`src/rtl/sc_tick_meter_pkg.sv`:
```
// rtl/sc_tick_meter_pkg.sv - shared types and constants for the tick meter
// Purpose: FSM state encoding, speed-zone width and zone codes used by the
//          tick meter top level and its bench.
// Ports:   none (package)
package sc_tick_meter_pkg;

  typedef enum logic [1:0] {
    ST_IDLE    = 2'd0,
    ST_MEASURE = 2'd1,
    ST_STALL   = 2'd2
  } state_t;

  localparam int ZONE_W = 3;

  localparam logic [ZONE_W-1:0] ZONE_STOP = 3'd0;
  localparam logic [ZONE_W-1:0] ZONE_1    = 3'd1;
  localparam logic [ZONE_W-1:0] ZONE_2    = 3'd2;
  localparam logic [ZONE_W-1:0] ZONE_3    = 3'd3;
  localparam logic [ZONE_W-1:0] ZONE_4    = 3'd4;

endpackage

```
`src/rtl/sc_tick_edge.sv`:
```
// rtl/sc_tick_edge.sv - rising-edge detector for the tick stream
// Purpose: registers the previous tick level so that a high level of any
//          length produces a single one-cycle event.
// Ports:   i_clk    - clock, rising edge
//          i_rst_n  - asynchronous active-low reset
//          i_tick   - synchronous tick level
//          o_edge   - high in the cycle where tick is high and was low before
module sc_tick_edge (
  input  logic i_clk,
  input  logic i_rst_n,
  input  logic i_tick,
  output logic o_edge
);

  logic r_tick_prev;

  always_ff @(posedge i_clk or negedge i_rst_n) begin
    if (!i_rst_n) begin
      r_tick_prev <= 1'b0;
    end else begin
      r_tick_prev <= i_tick;
    end
  end

  assign o_edge = i_tick & ~r_tick_prev;

endmodule

```
`src/rtl/sc_tick_meter.sv`:
```
// rtl/sc_tick_meter.sv - tick period meter with speed-zone classification
// Purpose: measures the number of clocks between successive tick rising edges,
//          classifies the period into speed zones 0..4, and presents the
//          result with a valid/ack handshake, overrun and timeout flags.
// Ports:   SC_TickMETER_CLOCK_50        - clock, rising edge
//          SC_TickMETER_RESET_InLow     - asynchronous active-low reset
//          SC_TickMETER_ENABLE_InHigh   - measurement enable
//          SC_TickMETER_TICK_InHigh     - tick level from the speed timer
//          SC_TickMETER_ACK_InHigh      - consumer acknowledge
//          SC_TickMETER_period_OutBUS   - last measured period in clocks
//          SC_TickMETER_zone_OutBUS     - speed zone (0 stopped, 4 fastest)
//          SC_TickMETER_VALID_OutHigh   - result pending
//          SC_TickMETER_OVERRUN_OutHigh - unacknowledged result overwritten
//          SC_TickMETER_TIMEOUT_OutHigh - no edge within MAX_PERIOD clocks
module sc_tick_meter
  import sc_tick_meter_pkg::*;
#(
  parameter int PERIOD_WIDTH = 26,
  parameter int TH1          = 10_000_000,
  parameter int TH2          = 14_000_000,
  parameter int TH3          = 17_500_000,
  parameter int TH4          = 25_000_000,
  parameter int MAX_PERIOD   = 50_000_000
) (
  input  logic                    SC_TickMETER_CLOCK_50,
  input  logic                    SC_TickMETER_RESET_InLow,
  input  logic                    SC_TickMETER_ENABLE_InHigh,
  input  logic                    SC_TickMETER_TICK_InHigh,
  input  logic                    SC_TickMETER_ACK_InHigh,
  output logic [PERIOD_WIDTH-1:0] SC_TickMETER_period_OutBUS,
  output logic [ZONE_W-1:0]       SC_TickMETER_zone_OutBUS,
  output logic                    SC_TickMETER_VALID_OutHigh,
  output logic                    SC_TickMETER_OVERRUN_OutHigh,
  output logic                    SC_TickMETER_TIMEOUT_OutHigh
);

  localparam logic [PERIOD_WIDTH-1:0] L_TH1  = PERIOD_WIDTH'(TH1);
  localparam logic [PERIOD_WIDTH-1:0] L_TH2  = PERIOD_WIDTH'(TH2);
  localparam logic [PERIOD_WIDTH-1:0] L_TH3  = PERIOD_WIDTH'(TH3);
  localparam logic [PERIOD_WIDTH-1:0] L_TH4  = PERIOD_WIDTH'(TH4);
  localparam logic [PERIOD_WIDTH-1:0] L_MAX  = PERIOD_WIDTH'(MAX_PERIOD);
  localparam logic [PERIOD_WIDTH-1:0] L_ONE  = PERIOD_WIDTH'(1);
  localparam logic [PERIOD_WIDTH-1:0] L_ZERO = '0;

  // Equality belongs to the faster zone.
  function automatic logic [ZONE_W-1:0] classify(input logic [PERIOD_WIDTH-1:0] c);
    if (c <= L_TH1)      return ZONE_4;
    else if (c <= L_TH2) return ZONE_3;
    else if (c <= L_TH3) return ZONE_2;
    else if (c <= L_TH4) return ZONE_1;
    else                 return ZONE_STOP;
  endfunction

  logic w_edge;

  sc_tick_edge u_edge (
    .i_clk   (SC_TickMETER_CLOCK_50),
    .i_rst_n (SC_TickMETER_RESET_InLow),
    .i_tick  (SC_TickMETER_TICK_InHigh),
    .o_edge  (w_edge)
  );

  state_t                  r_state,   w_state;
  logic [PERIOD_WIDTH-1:0] r_count,   w_count;
  logic [PERIOD_WIDTH-1:0] r_period,  w_period;
  logic [ZONE_W-1:0]       r_zone,    w_zone;
  logic                    r_valid,   w_valid;
  logic                    r_overrun, w_overrun;
  logic                    r_timeout, w_timeout;
  logic                    w_capture;

  always_ff @(posedge SC_TickMETER_CLOCK_50 or negedge SC_TickMETER_RESET_InLow) begin
    if (!SC_TickMETER_RESET_InLow) begin
      r_state   <= ST_IDLE;
      r_count   <= L_ZERO;
      r_period  <= L_ZERO;
      r_zone    <= ZONE_STOP;
      r_valid   <= 1'b0;
      r_overrun <= 1'b0;
      r_timeout <= 1'b0;
    end else begin
      r_state   <= w_state;
      r_count   <= w_count;
      r_period  <= w_period;
      r_zone    <= w_zone;
      r_valid   <= w_valid;
      r_overrun <= w_overrun;
      r_timeout <= w_timeout;
    end
  end

  always_comb begin
    w_state   = r_state;
    w_count   = r_count;
    w_period  = r_period;
    w_zone    = r_zone;
    w_valid   = r_valid;
    w_overrun = r_overrun;
    w_timeout = r_timeout;
    w_capture = 1'b0;

    if (!SC_TickMETER_ENABLE_InHigh) begin
      // Disabling abandons the measurement but keeps the last result visible.
      w_state   = ST_IDLE;
      w_count   = L_ZERO;
      w_valid   = 1'b0;
      w_timeout = 1'b0;
    end else begin
      case (r_state)
        ST_IDLE: begin
          if (w_edge) begin
            w_count = L_ONE;
            w_state = ST_MEASURE;
          end
        end
        ST_MEASURE: begin
          if (w_edge) begin
            w_capture = 1'b1;
            w_count   = L_ONE;
          end else if (r_count >= L_MAX) begin
            // Count is held at MAX_PERIOD so it can never wrap.
            w_state   = ST_STALL;
            w_timeout = 1'b1;
            w_zone    = ZONE_STOP;
          end else begin
            w_count = r_count + L_ONE;
          end
        end
        ST_STALL: begin
          if (w_edge) begin
            w_timeout = 1'b0;
            w_count   = L_ONE;
            w_state   = ST_MEASURE;
          end
        end
        default: begin
          w_state = ST_IDLE;
          w_count = L_ZERO;
        end
      endcase

      // A capture takes priority over an ack in the same cycle; only a
      // capture against a pending, unacknowledged result is an overrun.
      if (w_capture) begin
        w_period = r_count;
        w_zone   = classify(r_count);
        w_valid  = 1'b1;
        if (r_valid && !SC_TickMETER_ACK_InHigh) begin
          w_overrun = 1'b1;
        end
      end else if (SC_TickMETER_ACK_InHigh && r_valid) begin
        w_valid   = 1'b0;
        w_overrun = 1'b0;
      end
    end
  end

  assign SC_TickMETER_period_OutBUS   = r_period;
  assign SC_TickMETER_zone_OutBUS     = r_zone;
  assign SC_TickMETER_VALID_OutHigh   = r_valid;
  assign SC_TickMETER_OVERRUN_OutHigh = r_overrun;
  assign SC_TickMETER_TIMEOUT_OutHigh = r_timeout;

endmodule

```
`config.mk`:
```
export PLATFORM = sky130hd
export DESIGN_NAME = sc_tick_meter
export DESIGN_NICKNAME = d
export VERILOG_FILES = /design/src/rtl/sc_tick_meter_pkg.sv /design/src/rtl/sc_tick_edge.sv /design/src/rtl/sc_tick_meter.sv
export SDC_FILE = /design/constraint.sdc
export NUM_CORES = 1
export LEC_CHECK = 0
export CORE_MARGIN = 1.5
export CORE_UTILIZATION = 48
export CTS_CLUSTER_DIAMETER = 200
export DETAILED_ROUTE_END_ITERATION = 8
export HOLD_SLACK_MARGIN = 0.12
export PLACE_DENSITY_LB_ADDON = 0.12
export SYNTH_ARGS = -nofsm -noshare
export SYNTH_HDL_FRONTEND = slang
export SYNTH_HIERARCHICAL = 1
export SYNTH_SLANG_ARGS = --single-unit
```
`constraint.sdc`:
```
create_clock -name SC_TickMETER_CLOCK_50 -period 3.1 [get_ports SC_TickMETER_CLOCK_50]
set_input_delay 0.62 -clock SC_TickMETER_CLOCK_50 [delete_from_list [all_inputs] [get_ports SC_TickMETER_CLOCK_50]]
set_output_delay 0.62 -clock SC_TickMETER_CLOCK_50 [all_outputs]
set_load 0.01 [all_outputs]
```
Word-level counts from Yosys, hierarchy flattened --
Cells that the tools add are included.
Word-level totals: register bits 61, input bits 5, output and inout bits 32, word-level logic and storage cells 72
Operators by class: $add $sub $neg 1, $lt $le $gt $ge 5, eq/ne operators 11, muxes and demuxes 31, bitwise logic cells 2, reductions and logical operators 14
Operators with widths (number):
- 26-bit two-way mux | 4
- 26-bit by 24-bit <= comparator with 1-bit output (second input constant) | 2
- 26-bit by 25-bit <= comparator with 1-bit output (second input constant) | 2
- 26-bit case mux with 2 select lines | 1
- 26-bit by 1-bit adder with 26-bit output (second input constant) | 1
- 26-bit greater-or-equal comparator (second input constant) | 1
- 3-bit two-way mux | 5
- 1-bit two-way mux | 13
- 2-bit two-way mux | 6
- 4-bit AND reduction | 2
- 3-bit by 1-bit inequality test with 1-bit output (second input constant) | 2
- 3-bit by 2-bit inequality test with 1-bit output (second input constant) | 2
- 3-bit inequality test (second input constant) | 2
- 3-bit AND reduction | 2
- 2-bit nonzero test | 3
- 2-bit inequality test (second input constant) | 2
- 4-bit by 3-bit inequality test with 1-bit output (second input constant) | 1
- 2-bit case mux with 2 select lines | 1
- 2-bit AND reduction | 2
- 2-bit by 1-bit == test with 1-bit output (second input constant) | 1
- 2-bit == test (second input constant) | 1
- 1-bit logical AND | 2
- 2-bit logical NOT | 1
- 1-bit case mux with 2 select lines | 1
- 4 further kinds | 4

Depth between registers and ports, before layout --
Gate-level depths: netlist of run 1.
depth after elaboration 7, gate-level depth with buffers 8, depth with buffers taken out 7

Hierarchy --
Netlist of run 1, hierarchy kept.
Modules (own cells, without submodules):
- sc_tick_meter | instances 1, cells an instance 324, area an instance 3170.5 µm², sequential area each 1501.4 µm²
- sc_tick_edge | instances 1, cells an instance 2, area an instance 38.8 µm², sequential area each 25.0 µm²

Worst setup path after synthesis of run 1 --
Ideal clock, no wire load.
path kind flip-flop to flip-flop, start register r_count[9], end register r_count[22], library setup time 66 ps, arrival 2270 ps, required time 3034 ps, slack 764 ps, stages on the path, launching flop included 8, buffers on the path 1, clock period less this slack 2336 ps, cell sequence dfrtp_1 > buf_6 > or4_4 > o31ai_4 > o21ai_2 > or3_1 > or4_1 > nand2_1
Between the ends: longest elaborated chain between the ends 5, elaborated cells between the ends (all ways) 8, those cells by class add/sub (1); order compare (1); eq/ne (1); mux (4); reduce/logical (1)
Ends and longest elaborated chain:
- from (decl) | line sc_tick_meter.sv:64 | logic [PERIOD_WIDTH-1:0] r_count, w_count;
- from (signal assigned) | line sc_tick_meter.sv:83 | r_count <= w_count;
- 26-bit by 1-bit adder with 26-bit output | line sc_tick_meter.sv:126 | w_count = r_count + L_ONE;
- 26-bit two-way mux | line sc_tick_meter.sv:120 | end else if (r_count >= L_MAX) begin
- 26-bit two-way mux | line sc_tick_meter.sv:117 | if (w_edge) begin
- 26-bit case mux with 2 select lines | line sc_tick_meter.sv:109 | case (r_state)
- 26-bit two-way mux | line sc_tick_meter.sv:102 | if (!SC_TickMETER_ENABLE_InHigh) begin
Several ways; a longest one is shown, not always the timed one. The select of a mux whose other input is x is not followed. A chain may end at the register's enable or synchronous reset.

Final worst setup path of run 1 --
start register r_count[9], end register r_count[23]
Same word-level chain as after synthesis.

==> qor.csv, run 1 <==
stage,metric,value,unit
run_status,outcome,"finished, violations left",
run_status,violations,design-rule violations,
synth,synth_enable_flop_cells,0,
timing,clock_skew,0.00721,ns
timing,setup_violations,0,
clock_tree,cts_tree,done,
timing,holdWs,0.353,ns
synth,syn_inst,326,
timing,worst_pin_slew,0.789,ns
worst_hold_path,hold_path.class,in2async,
cells_and_area,nets,363,
drt,drc,1,
power,ir_worst_vdd,237,uV
drt,via_per_inst,6.18,
synth,synth_compound_area_frac,0.124,
timing,rsz0062_at_grt,false,
floorplanning,initial_core_util,0.500,
floorplanning,dieArea,0.00719,mm2
cells_and_area,areaGrowthSynthToFinish,18.6,%
synth,muxShareOfSynthArea,0.0737,
setup_path,critPathKind,reg2reg,
setup_path,reg2reg_slack,0.55,ns
setup_path,critPathArrivalTime,2.82,ns
synth,synthDistinctLibCells,52,
floorplanning,floorplan.rows,29,
placement,placed_area,0.00363,mm2
clock_tree,numClockSinks,61,
cells_and_area,diodes,0,
power,total_leakage_power,0.00165,uW
synth,ys_ff_latch,61,
setup_path,worstPathMaxFanout,9,
drt,drt_iter0_drc,346,
synth,synth-simple-area-share,0.218,
global_route,grt_first_pass_wirelength,13400,um
placement,dp_hpwl,5400,um
global_route,grt_pass1_vias,2613,
synth,ys_warn_count,6,
clock_tree,clk_latency,0.34,ns
floorplanning,io_pins,37,
global_route,antenna_found_initial,0,
drt,wl_met3,554,um
drt,dr_wl_met2,3820,um
cells_and_area,stdcell_area,0.00380,mm2
setup_path,end_kind,flip-flop,
timing,min_period_over_period,0.822,
synth,ys.flop_type,dfrtp_1,
clock_tree,ctsResizeCount,0,
floorplanning,fp.dieH,84.8,um
synth,syn_area,0.00321,mm2
cells_and_area,fin_util,0.592,
setup_path,crit_chain,or4_4 -> o31ai_4 -> o21a_1 -> nand3_1 -> or3_1 -> a21oi_1,
power,p_per_area,410,mW/mm2
clock_tree,cts_buffers,9,
setup_path,cp-startpoint,r_count[9],
clock_tree,cts_max_path_buffers,2,
global_route,grt_max_degree,37,
setup_path,crit_path_start_kind,flip-flop,
floorplanning,coreArea,0.00642,mm2
clock_tree,cts_root_buffer,clkbuf_8,
global_route,grt_usage,0.243,
setup_path,r2r_end,r_count[23],
timing,relSlewSlack,0.474,
drt,vias,2702,
placement,io_buffers,36,
timing,period_needed,2.55,ns
drt,dr.pass1.iters,8,
clock_tree,path_clk_slew,0.07,ns
timing,setup-tns-final,0,ns
synth,synthAdderAreaFrac,0.00780,
timing,hold_viol,0,
job,cap_violations,0,
setup_path,r2r_cells,6,
synth,avgSynthCellArea,9.84,um2
drt,wl_met1,3440,um
placement,gp_congestion,1.00,
setup_path,r2r_start,r_count[9],
clock_tree,hold_buffers,0,
clock_tree,cts_setup_buffers,0,
synth,seq_area_frac_synth,0.476,
timing,fmax,392,MHz
drt,totalWireLength,8030,um
floorplanning,fp.dieW,84.8,um
setup_path,cp.required,3.37,ns
synth,synth.net_count,333,
synth,async_flop_share,1.00,
clock_tree,htreeDepth,3,
cells_and_area,drive_gt1_frac,0.142,
setup_path,cp_slowest_cell,or4_4,
drt,ant_nets,0,
timing,slew_violations,0,
setup_path,crit_path_end,r_count[23],
drt,wl_per_cell,18.4,um
drt,routed.top_layer,met4,
synth,synth-xor-area-share,0.0600,
synth,synth_top_family_by_area,simple AND/OR/NAND/NOR gates,
setup_path,max_stage_delay,0.60,ns
global_route,grt_remaining_overflow,0,
-- power by group --
part	switching, uW	internal [uW]
sequential	11.0	809
combinational	57.4	39.1
clock	293	351
-- cells in the mapped netlist, types with 2 or more instances --
cell type	number	area [um2]
a211o_1	4	35.0
a211oi_1	2	15.0
a21o_1	4	30.0
a21oi_1	10	50.1
a31oi_1	2	12.5
a32o_1	2	20.0
a41oi_1	4	35.0
and3_1	4	25.0
and4_1	2	17.5
and4b_1	2	20.0
clkbuf_1	26	97.6
dfrtp_1	61	1530
ha_1	2	25.0
inv_1	6	22.5
mux2_2	21	236
nand2_1	25	93.8
nand2b_1	3	18.8
nand3_1	19	95.1
nand4_1	7	43.8
nor2_1	34	128
nor3_1	8	40.0
nor4_1	10	62.6
nor4bb_1	2	20.0
o211ai_1	2	15.0
o21a_1	2	15.0
o21ai_0	11	55.1
o41ai_1	2	17.5
or3_1	2	12.5
or4_1	4	30.0
xnor2_1	16	140
xor2_1	6	52.6
-- state kept, by name, summed over array words and instances, names as in the netlist --
name and count:
SC_TickMETER_VALID_OutHigh 1, SC_TickMETER_zone_OutBUS 3, u_edge/r_tick_prev 1, SC_TickMETER_OVERRUN_OutHigh 1, r_count 26, SC_TickMETER_period_OutBUS 26, r_state 2, SC_TickMETER_TIMEOUT_OutHigh 1
-- per-layer routing --
metal / GRT usage / up-vias
met5: 0 / -
met4: 0.0939 / 0
met3: 0.0718 / 34
met2: 0.373 / 134
met1: 0.325 / 1304
li1: - / 1230
-- final cells by class --
cell class,instances,area [um2]
Clock buffer,14,173
Clock inverter,1,5.00
Fill cell,562,2620
Inverter,6,22.5
Multi-Input combinational cell,232,1550
Sequential cell,61,1530
Tap cell,77,96.3
Timing Repair Buffer,46,430
-- placed cells by master, fill, tap and decap left out, types with 6 or more instances in the layout --
master           count
nor4_1              10
a21oi_1             10
clkbuf_8            12
nand3_1             19
xnor2_1             16
buf_4               10
nor3_1               8
inv_1                6
nand4_1              7
clkdlybuf4s50_1     35
xor2_1               6
dfrtp_1             61
mux2_2              21
o21ai_0             11
nand2_1             25
nor2_1              34
-- cell families (layout without fill, tap and decap cells) --
logic type	count (synthesis)	in the layout
simple gates	132	132
flops	61	61
compound gates	55	55
buf+inv	33	67
xor+xnor	22	22
mux	21	21
fa+ha+maj	2	2
-- worst max-delay path, delay by kind of cell (launching register included) --
family | cells | cell delay (ns)
flops | 1 | 0.47
compound gates | 3 | 0.81
simple gates | 3 | 1.19
-- stage by stage --
| step | total power, uW | cells | setup slack [ns] |
|---|---|---|---|
| final | 1560 | 437 | 0.552 |
| after global routing | 1630 | 437 | 0.433 |
| after CTS | 1580 | 437 | 0.578 |
| after detailed placement | 933 | 422 | 0.550 |
| after global placement | 931 | 422 | 0.624 |
| after floorplan | 877 | 326 | 0.764 |
-- worst min-delay path by stage --
stage | to | cells past startpoint
2_1_floorplan | SC_TickMETER_OVERRUN_OutHigh | 0
3_3_place_gp | SC_TickMETER_period_OutBUS[16] | 2
3_5_place_dp | SC_TickMETER_period_OutBUS[16] | 2
4_1_cts | SC_TickMETER_period_OutBUS[13] | 1
5_1_grt | SC_TickMETER_period_OutBUS[11] | 1
6_report | SC_TickMETER_period_OutBUS[13] | 1
Note: power is estimated with default switching activity, not from simulation.
==> run 2: changes to the inputs <==
- clock period: 3.1 -> 2.64 ns (I/O delays scaled with it)
==> run 2 against run 1 <==
  * The run still ends with design-rule violations left
  * Die area stayed put
  * Worst setup slack worse by 0.31 ns
  * First-iteration DRC count down 20%
  * Wire length barely moved
  * Sequential cell count unchanged
  * Global-route usage grew 0.33 points
  * Critical path type unchanged
==> qor.csv, run 2 (synthesis gave the netlist of run 1 again) <==
stage,metric,value,unit
setup_path,r2r_end,r_count[22],
global_route,grt_max_degree,62,
clock_tree,cts_buffers,9,
cells_and_area,areaGrowthSynthToFinish,21.8,%
placement,place_inst,434,
global_route,grt_remaining_overflow,0,
timing,clock_skew,0.00955,ns
drt,totalWireLength,8030,um
timing,min_period_over_period,0.909,
placement,placed_area,0.00372,mm2
cells_and_area,fillerInstances,551,
clock_tree,clk_latency,0.34,ns
timing,worst_pin_slew,0.757,ns
clock_tree,htreeDepth,3,
drt,drt_iter0_drc,277,
timing,hold_viol,0,
setup_path,crit_path_start_kind,flip-flop,
setup_path,reg2reg_slack,0.24,ns
floorplanning,dieArea,0.00719,mm2
cells_and_area,stdcell_area,0.00391,mm2
global_route,grt_usage,0.246,
timing,period_needed,2.40,ns
clock_tree,ctsResizeCount,0,
power,ir_worst_vdd,292,uV
setup_path,critPathArrivalTime,2.68,ns
power,switching_power,443,uW
run_status,violations,design-rule violations,
cells_and_area,stdcell_count,450,
placement,io_buffers,36,
setup_path,critPathKind,reg2reg,
cells_and_area,layout_common_cells,"dfrtp_1 (61), clkdlybuf4s50_1 (35), nor2_1 (34)",
global_route,grt_pass1_vias,2752,
floorplanning,floorplan.rows,29,
timing,setup-tns-final,0,ns
clock_tree,hold_buffers,0,
placement,dp_hpwl,5480,um
setup_path,r2r_cells,6,
floorplanning,fp.dieH,84.8,um
worst_hold_path,hold_path.class,in2async,
setup_path,cp.required,2.92,ns
drt,drc,1,
cells_and_area,drive_gt1_frac,0.174,
clock_tree,cts_root_buffer,clkbuf_8,
drt,vias,2720,
drt,dr.pass1.iters,7,
power,total_leakage_power,0.00172,uW
cells_and_area,nets,375,
placement,gp_congestion,0.919,
job,cap_violations,0,
power,clock_power_share,0.430,
setup_path,r2r_start,r_count[10],
drt,ant_nets,0,
cells_and_area,diodes,0,
floorplanning,initial_core_util,0.500,
drt,wl_per_cell,17.8,um
timing,fin_ws,0.240,ns
cells_and_area,final_common_cell,dfrtp_1,
clock_tree,cts_tree,done,
timing,fmax,417,MHz
drt,via_per_inst,6.04,
timing,rsz0062_at_grt,false,
power,power.internal,1450,uW
clock_tree,numClockSinks,61,
floorplanning,io_pins,37,
power,seq_power_share,0.508,
timing,relSlewSlack,0.495,
power,p_comb_frac,0.062,
global_route,grt_first_pass_wirelength,13700,um
clock_tree,path_clk_slew,0.07,ns
power,p_per_area,485,mW/mm2
run_status,outcome,"finished, violations left",
global_route,antenna_found_initial,0,
floorplanning,fp.dieW,84.8,um
timing,setup_violations,0,
placement,pre_cts_ws,0.197,ns
floorplanning,coreArea,0.00642,mm2
clock_tree,cts_max_path_buffers,2,
power,switching_share,0.233,
setup_path,worstPathMaxFanout,7,
setup_path,end_kind,flip-flop,
timing,slew_violations,0,
timing,holdWs,0.335,ns
clock_tree,cts_setup_buffers,0,
[run 2: cell count changes in the layout (fill, tap and decap cells not counted), sizes merged]
cell,before,now
buf,11,23
clkbuf,14,11
clkinv,1,4
bufinv,0,1
[run 2: layer usage]
layer  vias up  global-route usage  routed length (um)
li1       1253                   -                   -
met4         0               0.104                 272
met5         -                   0                   0
met2       112               0.401                3760
met3        29              0.0462                 439
met1      1326               0.323                3560
[run 2: power groups by stage]
stage | Combinational (uW) | Clock, uW | Sequential, uW
3_3_place_gp | 119 | 0 | 980
4_1_cts | 120 | 834 | 963
2_1_floorplan | 47.0 | 0 | 983
6_report | 118 | 816 | 963
3_5_place_dp | 120 | 0 | 980
5_1_grt | 133 | 880 | 964
[run 2: layout make-up]
| class | instances | area [um2] | area share |
|---|---|---|---|
| repair buffers | 58 | 520 | 0.133 |
| clock inverters | 5 | 50.0 | 0.0128 |
| clock buffers | 11 | 141 | 0.0362 |
| multi-input cells | 232 | 1550 | 0.397 |
| inverters | 6 | 22.5 | 0.00576 |
| flip-flops and latches | 61 | 1530 | 0.391 |
| well taps | 77 | 96.3 | 0.0246 |
[run 2: worst max-delay path by stage]
stage	startpoint	endpoint	slack [ns]
6_report	r_count[10]	r_count[22]	0.24
2_1_floorplan	r_count[9]	r_count[22]	0.30
5_1_grt	r_count[16]	r_count[23]	0.11
4_1_cts	r_count[10]	r_count[22]	0.25
3_3_place_gp	SC_TickMETER_TICK_InHigh	r_count[22]	0.25
3_5_place_dp	SC_TickMETER_TICK_InHigh	r_count[22]	0.20
[run 2: metrics by stage]
| step | utilization | power, uW |
|---|---|---|
| final | 0.609 | 1900 |
| after global routing | 0.609 | 1980 |
| after CTS | 0.609 | 1920 |
| after detailed placement | 0.579 | 1100 |
| after global placement | 0.579 | 1100 |
| after floorplan | - | 1030 |
[run 2: worst max-delay path, stage by stage (launching register included)]
cell	delay (ns)
dfrtp_1	0.46
or4_4	0.57
o31ai_4	0.25
o21ai_2	0.11
or3_1	0.40
or4_1	0.47
nand2_1	0.09
